$ cat src/rtl/fht_but_ctrl.sv
// FHT stage/sector sequencer: read addressing, butterfly control and write-back delay.
// Optional FHT_CTRL_HOLD_EN adds iHOLD to stretch the inter-stage gap.
module fht_but_ctrl #(
  parameter int A_BIT   = 8,
  parameter int S_BIT   = 4,
  parameter int STAGES  = A_BIT + 1,
  parameter int BUT_LAT = 3
) (
  input  logic             iCLK,
  input  logic             iRESET,
  input  logic             iSTART,
`ifdef FHT_CTRL_HOLD_EN
  input  logic             iHOLD,
`endif
  output logic             oBUSY,
  output logic             oDONE,
  output logic [S_BIT-1:0] oSTAGE,
  output logic             oST_ZERO,
  output logic             oST_LAST,
  output logic [A_BIT-1:0] oSECTOR,
  output logic             o2ND_PART_SUBSEC,
  output logic             oWR_2ND,
  output logic [A_BIT-1:0] oROM_ADDR,
  output logic [A_BIT-1:0] oRD_ADDR,
  output logic             oRD_EN,
  output logic [A_BIT-1:0] oWR_ADDR,
  output logic             oWE
);

  localparam int DW = $clog2(BUT_LAT + 1);

  typedef enum logic [2:0] {
    IDLE,
    READ,
    DRAIN,
    GAP,
    DONE
  } state_t;

  state_t           state;
  logic [S_BIT-1:0] s;
  logic [A_BIT-1:0] cnt;
  logic [DW-1:0]    dcnt;
  logic             hold;

  logic [BUT_LAT-1:0] vld_q;
  logic [A_BIT-1:0]   adr_q [BUT_LAT];
  logic [BUT_LAT-2:0] sec_q;

  logic             rd;
  logic             half;
  logic [A_BIT-1:0] sec;
  logic [A_BIT-1:0] mask;
  logic [A_BIT-1:0] rom;
  logic [A_BIT-1:0] hs;
  logic [S_BIT-1:0] rom_sh;

`ifdef FHT_CTRL_HOLD_EN
  assign hold = iHOLD;
`else
  assign hold = 1'b0;
`endif

  always_ff @(posedge iCLK) begin
    if (iRESET) begin
      state <= IDLE;
      s     <= '0;
      cnt   <= '0;
      dcnt  <= '0;
    end else begin
      unique case (state)
        IDLE: begin
          if (iSTART) begin
            state <= READ;
            s     <= '0;
            cnt   <= '0;
          end
        end
        READ: begin
          if (&cnt) begin
            state <= DRAIN;
            cnt   <= '0;
            dcnt  <= '0;
          end else begin
            cnt <= cnt + 1'b1;
          end
        end
        DRAIN: begin
          if (dcnt == DW'(BUT_LAT - 1))
            state <= GAP;
          else
            dcnt <= dcnt + 1'b1;
        end
        GAP: begin
          if (!hold) begin
            if (s == S_BIT'(STAGES - 1)) begin
              state <= DONE;
              s     <= '0;
            end else begin
              state <= READ;
              s     <= s + 1'b1;
            end
          end
        end
        DONE: state <= IDLE;
        default: state <= IDLE;
      endcase
    end
  end

  // write-back pipe mirrors the butterfly latency
  always_ff @(posedge iCLK) begin
    if (iRESET) begin
      vld_q <= '0;
      sec_q <= '0;
      for (int i = 0; i < BUT_LAT; i++)
        adr_q[i] <= '0;
    end else begin
      vld_q[0] <= rd;
      adr_q[0] <= oRD_ADDR;
      sec_q[0] <= half;
      for (int i = 1; i < BUT_LAT; i++) begin
        vld_q[i] <= vld_q[i-1];
        adr_q[i] <= adr_q[i-1];
      end
      for (int i = 1; i < BUT_LAT - 1; i++)
        sec_q[i] <= sec_q[i-1];
    end
  end

  assign rd     = (state == READ);
  assign sec    = cnt >> s;
  assign mask   = ~({A_BIT{1'b1}} << s);
  assign rom_sh = S_BIT'(A_BIT) - s;
  assign rom    = (cnt & mask) << rom_sh;
  assign hs     = cnt >> (s - 1'b1);
  assign half   = rd && (s != '0) && hs[0];

  assign oBUSY            = (state == READ) || (state == DRAIN) ||
                            (state == GAP);
  assign oDONE            = (state == DONE);
  assign oSTAGE           = s;
  assign oST_ZERO         = rd && (s == '0);
  assign oST_LAST         = rd && (s == S_BIT'(STAGES - 1));
  assign oSECTOR          = rd ? sec : '0;
  assign o2ND_PART_SUBSEC = half;
  assign oROM_ADDR        = rd ? rom : '0;
  assign oRD_ADDR         = rd ? cnt : '0;
  assign oRD_EN           = rd;
  assign oWE              = vld_q[BUT_LAT-1];
  assign oWR_ADDR         = adr_q[BUT_LAT-1];
  assign oWR_2ND          = sec_q[BUT_LAT-2];

endmodule

$ cat config.mk
export PLATFORM = sky130hd
export DESIGN_NAME = fht_but_ctrl
export DESIGN_NICKNAME = d
export VERILOG_FILES = /design/src/rtl/fht_but_ctrl.sv
export SDC_FILE = /design/constraint.sdc
export NUM_CORES = 1
export LEC_CHECK = 0
export BUFFER_PORTS_ARGS = -buffer_cell sky130_fd_sc_hd__buf_2
export CAP_MARGIN = 30
export CORE_ASPECT_RATIO = 1.5
export CORE_MARGIN = 5
export CORE_UTILIZATION = 56
export DETAILED_ROUTE_END_ITERATION = 10
export PLACE_DENSITY = 0.8
export REMOVE_ABC_BUFFERS = 1
export SYNTH_ARGS = -nofsm -noshare
export SYNTH_HDL_FRONTEND = slang
export SYNTH_SLANG_ARGS = --single-unit
$ cat constraint.sdc
create_clock -name iCLK -period 2.9 [get_ports iCLK]
set_clock_uncertainty 0.05 [all_clocks]
set_input_delay 0.435 -clock iCLK [delete_from_list [all_inputs] [get_ports iCLK]]
set_output_delay 0.435 -clock iCLK [all_outputs]
set_load 0.005 [all_outputs]
==> metrics.csv <==
metric,value,unit
fillCellCount,411,
holdWs,0.389,ns
power.leakage,1.19,nW
hold_class,register to register,
clock_power_share,32.6,%
drt-total-wl,6.08,mm
intPower,0.000869,W
dieArea,6180,um^2
grt.total_usage,20.5,%
rsz0062_at_grt,false,
synth.cell_area,2620,um^2
arrival,2.26,ns
grt_pass1_wl,9.94,mm
outcome,finished clean,
syn_avg_cell_area,8.60,um^2
cts-root-buf,clkbuf_8,
areaGrowthSynthToFinish,9.83,%
cts_tree,yes,
power_frac_comb,12.1,%
peakVddDrop,0.000201,V
max_cap_viol_count,0,
fin_crit,2.75,ns
fmax,364,MHz
postRouteAntennaNets,0,
place_congestion,0.940,
cts_buffers,5,
worst_slack,0.151,ns
drive_gt1_share,23.2,%
final_nets,337,
yosysUniqueCellTypes,56,
start_kind,register,
min_period_over_period,94.8,%
post-place-ws,0.504,ns
reg2reg_slack,0.74,ns
netSwitchingPower,0.000323,W
path_clk_slew,0.09,ns
synthCells,305,
slew_headroom,59.4,%
ff2ff_path_depth,4,
rows,30,
antenna_found_initial,0,
path_class,register to primary output,
place_hpwl,4.32,mm
worstHoldPathCells,1,
critPathCaptureType,primary output,
ys_seq_area_share,35.1,%
cts_hold_buf,0,
finalPower,0.00119,W
critPathRequiredTime,2.41,ns
overflow,0,
insertion_delay,0.30,ns
core-area,4540,um^2
path_max_fanout,9,
io_buffers,46,
post_cts_resized,0,
setup_violations,0,
worstMarginPinSlew,0.609,ns
synth_edf_count,0,
dpl.cell_count,383,
power_switching_share,27.1,%
routed-via-count,2310,
ios,47,
diodes,0,
drtIter0Drc,123,
grt_pass1_vias,2139,
yosysWarnings,0,
ys.flop_type,dfxtp_1,
synth_seq_cells,46,
ctsHtreeMaxLevel,2,
power.density,414,nW/um^2
async_flop_share,0,%
pwr-share-seq,55.3,%
drv_slew,0,
start_util,57.7,%
postCtsSetupBuffers,0,
hold_viol,0,
grt_max_degree,26,
timing.setup.tns,0,ns
clock_path_buffers,2,
via_per_inst,5.91,
first_pass_iters,4,
final_cells,391,
cts_sinks,46,
wl_per_cell,15.5,um
die_h,93.8,um
die_width,65.9,um
route.detailed.drc,0,
-- cell type report --
cell class / instances / area [um^2] / share of cell area [%]
Tap cell: 64 / 80.1 / 2.78
Sequential cell: 46 / 922 / 32.0
Clock buffer: 5 / 68.8 / 2.39
Timing Repair Buffer: 53 / 283 / 9.82
Inverter: 11 / 46.3 / 1.61
Multi-Input combinational cell: 209 / 1460 / 50.5
Clock inverter: 3 / 25.0 / 0.869
-- cells by family (layout without fill, tap and decap cells) --
group / after synthesis / count (layout) / share of synthesized area [%]
flip-flops: 46 / 46 / 35.1
XOR/XNOR: 1 / 1 / 0.334
multiplexers: 17 / 17 / 9.02
AND/OR/NAND/NOR: 126 / 126 / 27.1
buffers and inverters: 50 / 72 / 9.40
AO/OA/AOI/OAI: 57 / 57 / 15.3
adder cells (fa/ha/maj): 8 / 8 / 3.82
-- cells in the final DEF (no fill, tap or decap), drive strengths merged, types with 4 or more instances in the layout --
cell and n:
buf 53, dfxtp 46, nor2b 25, nor2 23, and2 17, nor3 15, a21oi 15, nand2 12
inv 11, mux2i 9, ha 8, nand3 8, nor3b 5, a211oi 5, a31oi 5, a22oi 5
mux4 5, clkbuf 5, o21ai 4
-- sequential cells by signal (all words and copies together) (netlist names) --
signal  cells
vld_q       3
adr_q      24
cnt         8
oSTAGE      4
state       3
sec_q       2
dcnt        2
-- layer usage --
| metal | GRT usage [%] | vias up | wire length [um] | share of wire, % |
|---|---|---|---|---|
| met5 | 0 | - | 0 | 0 |
| met4 | 12.6 | 0 | 158 | 2.6 |
| met3 | 2.04 | 12 | 338 | 5.6 |
| met2 | 36.3 | 97 | 3270 | 54 |
| met1 | 22.8 | 1097 | 2310 | 38 |
| li1 | - | 1104 | - | - |
-- power by group through the flow --
stage | combinational [W] | clock, W | sequential (W)
floorplan | 0.0000902 | 0 | 0.000673
global placement | 0.000141 | 0 | 0.000673
detailed placement | 0.000144 | 0 | 0.000673
CTS | 0.000144 | 0.000402 | 0.000659
global route | 0.000161 | 0.000426 | 0.000660
finish | 0.000144 | 0.000389 | 0.000659
-- critical path: stages (launching register included) --
cell	delay, ns
dfxtp_1	0.34
inv_1	0.18
ha_1	0.18
inv_1	0.04
ha_1	0.44
mux2_2	0.37
o311ai_0	0.17
nor2_1	0.08
buf_2	0.15
-- worst paths after layout --
path	endpoint	start
worst max-delay path	o2ND_PART_SUBSEC	oSTAGE[0]
worst min-delay path	adr_q[0][16]	adr_q[0][8]
worst min register to register	adr_q[0][16]	adr_q[0][8]
worst max register to register	dcnt[1]	cnt[1]
-- synthesized netlist by cell type, types with 5 or more instances --
cell	count	area, um^2
dfxtp_1	46	921
mux4_2	5	113
inv_1	10	37.5
a211oi_1	5	37.5
a21oi_1	14	70.1
nor3b_1	5	37.5
nand3_1	7	35.0
clkbuf_1	21	78.8
a31oi_1	5	31.3
nand2_1	12	45.0
nor2b_1	25	156
and2_1	17	106
nor3_1	15	75.1
mux2i_1	9	90.1
nor2_1	23	86.3
buf_4	9	67.6
a22oi_1	5	37.5
ha_1	8	100
-- per-stage QoR --
stage | utilization (%) | cell area [um^2]
after CTS | 63.4 | 2880
after global routing | 63.4 | 2880
final | 63.4 | 2880
after floorplan | - | 2420
after global placement | 61.3 | 2790
after detailed placement | 61.3 | 2790
No activity file was read; power rests on OpenSTA's default activity.
